==> src/rtl/u_arb_pkg.sv <==
// rtl/u_arb_pkg.sv - shared types and constants for the u_arb unary-checker arbiter
//
// Contents:
//   id_width()   : width of a requester index for N requesters (minimum 1)
//   ID_W_DEFAULT : id width for the default N=4 build
//   STATS_W      : width of the optional admit/reject counters
//   slot_state_e : output slot states (EMPTY, FULL)
package u_arb_pkg;

  function automatic int id_width(input int n);
    return (n <= 2) ? 1 : $clog2(n);
  endfunction

  localparam int ID_W_DEFAULT = id_width(4);
  localparam int STATS_W      = 16;

  typedef enum logic {
    EMPTY = 1'b0,
    FULL  = 1'b1
  } slot_state_e;

endpackage

==> src/rtl/u_arb_u.sv <==
// rtl/u_arb_u.sv - combinational unary (thermometer) code checker
//
// A vector is unary when its set bits form one contiguous run starting at
// bit 0 (0...01...1, including all-zeros and all-ones). With
// P_ADMIT_COMPLIMENT_EN != 0 the bitwise complement of such a vector
// (1...10...0) is admitted as well.
//
// Ports:
//   i_x        in  W : candidate vector
//   o_is_unary out 1 : admission decision
module u #(
  parameter int W                     = 8,
  parameter int P_ADMIT_COMPLIMENT_EN = 0
) (
  input  logic [W-1:0] i_x,
  output logic         o_is_unary
);

  logic [W-1:0] w_inc;
  logic         w_thermo;

  // x & (x+1) clears the lowest run of ones; zero means that run was all of x.
  assign w_inc    = i_x + W'(1);
  assign w_thermo = ((i_x & w_inc) == '0);

  generate
    if (P_ADMIT_COMPLIMENT_EN != 0) begin : g_compl
      logic [W-1:0] w_inv;
      logic [W-1:0] w_inv_inc;
      logic         w_thermo_inv;

      assign w_inv        = ~i_x;
      assign w_inv_inc    = w_inv + W'(1);
      assign w_thermo_inv = ((w_inv & w_inv_inc) == '0);
      assign o_is_unary   = w_thermo | w_thermo_inv;
    end else begin : g_plain
      assign o_is_unary = w_thermo;
    end
  endgenerate

endmodule

==> src/rtl/u_arb.sv <==
// rtl/u_arb.sv - round-robin arbiter sharing one unary checker among N requesters
//
// Optional feature macro: U_ARB_STATS_EN (adds o_admit_cnt / o_reject_cnt).
//
// Ports:
//   clk            in  1       : clock, rising edge
//   arst_n         in  1       : asynchronous active-low reset
//   i_req_vld      in  N       : per-requester request valid
//   i_req_x        in  N x W   : per-requester candidate vector
//   o_req_rdy      out N       : per-requester accept, one-hot or zero
//   o_rsp_vld      out 1       : response valid
//   o_rsp_id       out clog2(N): requester index of the response
//   o_rsp_is_unary out 1       : checker decision for that requester's vector
//   i_rsp_rdy      in  1       : downstream accept
//   o_admit_cnt    out 16      : (U_ARB_STATS_EN) handshaked admits, saturating
//   o_reject_cnt   out 16      : (U_ARB_STATS_EN) handshaked rejects, saturating
module u_arb
  import u_arb_pkg::*;
#(
  parameter int W                     = 8,
  parameter int N                     = 4,
  parameter int P_ADMIT_COMPLIMENT_EN = 0,
  localparam int IW                   = id_width(N)
) (
  input  logic                clk,
  input  logic                arst_n,
  input  logic [N-1:0]        i_req_vld,
  input  logic [N-1:0][W-1:0] i_req_x,
  output logic [N-1:0]        o_req_rdy,
  output logic                o_rsp_vld,
  output logic [IW-1:0]       o_rsp_id,
  output logic                o_rsp_is_unary,
  input  logic                i_rsp_rdy
`ifdef U_ARB_STATS_EN
  ,
  output logic [STATS_W-1:0]  o_admit_cnt,
  output logic [STATS_W-1:0]  o_reject_cnt
`endif
);

  slot_state_e   r_state;
  slot_state_e   w_state_nxt;
  logic [IW-1:0] r_ptr;
  logic [IW-1:0] r_rsp_id;
  logic          r_rsp_is_unary;

  logic          w_gnt_vld;
  logic [IW-1:0] w_gnt_idx;
  logic [IW-1:0] w_ptr_nxt;
  logic          w_slot_free;
  logic          w_xfer;
  logic [W-1:0]  w_chk_x;
  logic          w_chk_is_unary;
  logic [N-1:0]  w_req_rdy;

  // Round-robin pick: the second pass (indices >= ptr) overrides the first
  // (indices < ptr), and descending order leaves the lowest hit in each pass.
  always_comb begin
    w_gnt_vld = 1'b0;
    w_gnt_idx = '0;
    for (int i = N - 1; i >= 0; i--) begin
      if (i_req_vld[i] && (i < int'(r_ptr))) begin
        w_gnt_vld = 1'b1;
        w_gnt_idx = IW'(i);
      end
    end
    for (int i = N - 1; i >= 0; i--) begin
      if (i_req_vld[i] && (i >= int'(r_ptr))) begin
        w_gnt_vld = 1'b1;
        w_gnt_idx = IW'(i);
      end
    end
  end

  // Only the granted vector reaches the shared checker; idle cycles see zero.
  assign w_chk_x = w_gnt_vld ? i_req_x[w_gnt_idx] : '0;

  u #(
    .W                    (W),
    .P_ADMIT_COMPLIMENT_EN(P_ADMIT_COMPLIMENT_EN)
  ) u_chk (
    .i_x       (w_chk_x),
    .o_is_unary(w_chk_is_unary)
  );

  // arst_n gates the accept so nothing is offered while reset is held.
  assign w_xfer = w_gnt_vld & w_slot_free & arst_n;

  always_comb begin
    w_req_rdy = '0;
    if (w_xfer) begin
      w_req_rdy[w_gnt_idx] = 1'b1;
    end
  end

  assign w_ptr_nxt = (w_gnt_idx == IW'(N - 1)) ? '0 : (w_gnt_idx + IW'(1));

  // Output slot FSM: a full slot can accept new data in the same cycle it drains.
  always_comb begin
    w_state_nxt = r_state;
    w_slot_free = 1'b0;
    unique case (r_state)
      EMPTY: begin
        w_slot_free = 1'b1;
        if (w_xfer) begin
          w_state_nxt = FULL;
        end
      end
      FULL: begin
        w_slot_free = i_rsp_rdy;
        if (w_xfer) begin
          w_state_nxt = FULL;
        end else if (i_rsp_rdy) begin
          w_state_nxt = EMPTY;
        end
      end
      default: begin
        w_state_nxt = EMPTY;
      end
    endcase
  end

  always_ff @(posedge clk or negedge arst_n) begin
    if (!arst_n) begin
      r_state <= EMPTY;
    end else begin
      r_state <= w_state_nxt;
    end
  end

  always_ff @(posedge clk or negedge arst_n) begin
    if (!arst_n) begin
      r_ptr          <= '0;
      r_rsp_id       <= '0;
      r_rsp_is_unary <= 1'b0;
    end else if (w_xfer) begin
      r_ptr          <= w_ptr_nxt;
      r_rsp_id       <= w_gnt_idx;
      r_rsp_is_unary <= w_chk_is_unary;
    end
  end

  assign o_req_rdy      = w_req_rdy;
  assign o_rsp_vld      = (r_state == FULL);
  assign o_rsp_id       = r_rsp_id;
  assign o_rsp_is_unary = r_rsp_is_unary;

`ifdef U_ARB_STATS_EN
  logic                r_hs_unused;
  logic [STATS_W-1:0]  r_admit_cnt;
  logic [STATS_W-1:0]  r_reject_cnt;
  logic                w_hs;

  assign w_hs = o_rsp_vld & i_rsp_rdy;

  always_ff @(posedge clk or negedge arst_n) begin
    if (!arst_n) begin
      r_admit_cnt  <= '0;
      r_reject_cnt <= '0;
      r_hs_unused  <= 1'b0;
    end else begin
      r_hs_unused <= 1'b0;
      if (w_hs && r_rsp_is_unary && (r_admit_cnt != '1)) begin
        r_admit_cnt <= r_admit_cnt + STATS_W'(1);
      end
      if (w_hs && !r_rsp_is_unary && (r_reject_cnt != '1)) begin
        r_reject_cnt <= r_reject_cnt + STATS_W'(1);
      end
    end
  end

  assign o_admit_cnt  = r_admit_cnt;
  assign o_reject_cnt = r_reject_cnt;
`endif

endmodule
==> config.mk <==
export PLATFORM = sky130hd
export DESIGN_NAME = u_arb
export DESIGN_NICKNAME = d
export VERILOG_FILES = /design/src/rtl/u_arb_pkg.sv /design/src/rtl/u_arb_u.sv /design/src/rtl/u_arb.sv
export SDC_FILE = /design/constraint.sdc
export NUM_CORES = 1
export LEC_CHECK = 0
export BUFFER_PORTS_ARGS = -buffer_cell sky130_fd_sc_hd__buf_4
export CAP_MARGIN = 40
export CORE_ASPECT_RATIO = 0.8
export CORE_MARGIN = 3
export CORE_UTILIZATION = 30
export DETAILED_ROUTE_END_ITERATION = 10
export HOLD_SLACK_MARGIN = 0.08
export PLACE_DENSITY_LB_ADDON = 0.12
export SETUP_SLACK_MARGIN = 0.15
export SLEW_MARGIN = 25
export SYNTH_ARGS = -nofsm -noshare
export SYNTH_HDL_FRONTEND = slang
export SYNTH_SLANG_ARGS = --single-unit
==> constraint.sdc <==
create_clock -name clk -period 2 [get_ports clk]
set_clock_uncertainty 0.1 [all_clocks]
set_input_delay 0.4 -clock clk [delete_from_list [all_inputs] [get_ports clk]]
set_output_delay 0.4 -clock clk [all_outputs]
set_load 0.005 [all_outputs]
==> run metrics <==
status=complete, but fails checks; failing checks=setup timing; Cell Area, Synth=666 um^2; synthesized flop and latch total=6; # IOs=47; PwrDens=882 nW/um^2; Worst-Skew Late Latency=0.25 ns; synthesized instance count=75; WP data required=1.50 ns; Peak Freq=0.451 GHz; grt ovf=0; CTS HTree Levels=1; CP peak stage delay=0.41 ns; initial DRC count=6; vias in the first global route=669; cell type with the largest total area after synthesis=dfrtp_1; global routing's busiest layer=met2; CP Cell Sequence=mux2i_2 > nor2_2 > nor3_4 > buf_12 > inv_8 > ha_4 > and2_4 > buf_6; Synth top area share=22.6%; critical path arrival=1.72 ns; chip height=48.1 um; gr usage total=13.8%; hold path depth=2; largest cells by area after synthesis=dfrtp_1 23%, mux2i_1 18%, ha_1 7.5%; Critical-path top delay cell=dfrtp_2; Area after DPL=1170 um^2; DP HPWL=1660 um; initial antenna violation count=0; share of post-route cells with drive strength above 1=58.5%; Area Growth Syn to Fin=89.8%; Synth Net Count=118; CTS root buf=clkbuf_4; Final Power=1.11 mW; Routed Antenna Nets=0; fin. max-slew vios=0; Die Area=2820 um^2; RSZ-0062 raised after global routing=yes; Setup CP Type=reg2out; Total Nets Final=179; final worst slack=-0.218 ns; Worst Hold End=o_rsp_vld; Worst Path Max Fanout=5; reg-to-reg startpoint=r_ptr[1]; WL final=1900 um; register area share after synthesis=22.6%; first-pass GRT wire length=2850 um; DRC viols=0; Min Clock Period, post-route=2.22 ns; # diodes=0; placer congestion estimate=0.764; core area=2000 um^2; reg-to-reg endpoint=o_rsp_is_unary; Vias/cell=4.91; syn_area_per_cell=8.88 um^2; worst slew pin tran=0.422 ns; Port Buffers=46; Reg clk slew, reported paths=0.05 ns; Bufs on Longest Clock Path=2; Slew HR=71.9%; M1 GR Usage=18.4%; Setup-failing EPs final=5; Max-Cap Viols=0; crit end category=primary output; clk sinks=6; fin crit share=111%; CTS tree=yes; Num CTS Buffers=3; GR Layer Usage met2=21.6%; die width=58.7 um; Starting Density=33.3%; Pre-antenna DRT Iters=4; startpoint types=flip-flop; Std-Cell Rows=14; synth warn=0; Worst VDD drop=822 uV; R2R Setup Slk=-0.08 ns; FF-to-FF path depth=10; fill count=191; Lkg Pwr=0.610 nW; Via Count=781; post-synth cell types=23; worst min path class=in2reg; grt met3 use=3.97%; Hold Fails Final Rpt=0; largest net degree at the start of global routing=8; Hold Crit Start=i_rsp_rdy; WL/cell=11.9 um; final instance area=1260 um^2
cell usage in the layout (no fill, tap or decap), types with 3 or more instances in the layout:
master and n:
a21oi_1 3, buf_4 51, buf_6 3, clkbuf_4 3, dfrtp_1 5, inv_1 4, mux2_2 4, mux2i_1 11
nand2_1 6, nor4_1 4, o21ai_0 6
cell families (layout without fill, tap and decap cells):
| logic type | after synthesis | after routing | synth area share (%) |
|---|---|---|---|
| flip-flops | 6 | 6 | 22.6 |
| AO/OA/AOI/OAI | 21 | 21 | 21.8 |
| AND/OR/NAND/NOR | 19 | 19 | 16.0 |
| multiplexers | 17 | 17 | 27.1 |
| adder cells (fa/ha/maj) | 4 | 4 | 7.52 |
| buffers and inverters | 8 | 68 | 5.07 |
registers in the layout, summed over array words and instances, names as in the netlist:
name and flops:
r_ptr 2, o_rsp_is_unary 1, o_rsp_id 2, o_rsp_vld 1
where the power goes:
part           leakage (nW)  total, mW  switching (mW)  internal [mW]
clock                0.0150      0.124          0.0486         0.0759
combinational         0.523      0.781           0.311          0.470
sequential           0.0715      0.209          0.0384          0.171
metal layers:
| layer | share of wire, % | vias to the layer above |
|---|---|---|
| met1 | 45 | 357 |
| li1 | - | 405 |
| met4 | 0 | 0 |
| met5 | 0 | - |
| met3 | 5.3 | 0 |
| met2 | 50 | 19 |
synthesized netlist by cell type:
cell / number
a311oi_1: 2
dfrtp_1: 6
clkbuf_1: 1
o21ai_0: 6
mux2i_1: 12
nand2_1: 6
mux2_4: 1
a31oi_1: 2
o41ai_1: 1
nand2b_1: 1
a21oi_1: 4
nor3_4: 1
nor2_1: 3
buf_4: 1
and2_1: 4
o221ai_1: 1
a211oi_1: 2
nor4_1: 4
o21a_1: 1
o22ai_2: 2
mux2_2: 4
inv_1: 6
ha_1: 4
worst max-delay path: cells and delay by family (launching register included):
family / cells / cell delay (ns)
buffers and inverters: 3 / 0.29
AND/OR/NAND/NOR: 3 / 0.39
flip-flops: 1 / 0.41
adder cells (fa/ha/maj): 1 / 0.13
multiplexers: 1 / 0.24
stage by stage:
step           utilization, %  instances  setup TNS [ns]  hold WS (ns)  worst slack [ns]
2_1_floorplan               -         75               0       0.00441            0.0154
3_3_place_gp             58.8        151         -0.0807         0.115           -0.0227
3_5_place_dp             58.8        151          -0.199         0.115           -0.0620
4_1_cts                  61.4        158          -0.893         0.248            -0.230
5_1_grt                  63.3        159           -1.44         0.255            -0.327
6_report                 63.3        159          -0.855         0.261            -0.218
what timing repair did:
item | in CTS | in global routing
endpoints found under the setup margin | 5 | 6
gates resized for setup | 0 | 9
pin swaps | 0 | 3
gates cloned | 0 | 0
endpoints found under the hold margin | 6 | 0
hold buffers | 1 | 0
setup buffers | 2 | 1
worst max path at each step:
stage                  from              to
6_report           r_ptr[1]    o_req_rdy[0]
5_1_grt            r_ptr[1]    o_req_rdy[0]
4_1_cts            r_ptr[1]    o_req_rdy[3]
3_5_place_dp   i_req_vld[2]  o_rsp_is_unary
3_3_place_gp   i_req_vld[0]  o_rsp_is_unary
2_1_floorplan      r_ptr[1]    o_req_rdy[0]
cell type report:
| cell class | instances | area, um^2 | share of cell area [%] |
|---|---|---|---|
| sequential | 6 | 151 | 12.0 |
| timing repair buffer | 58 | 482 | 38.1 |
| tap | 24 | 30.0 | 2.38 |
| inverter | 6 | 30.0 | 2.38 |
| clock buffer | 4 | 26.3 | 2.08 |
| multi-input combinational | 61 | 544 | 43.1 |
No activity file was read; power rests on OpenSTA's default activity.
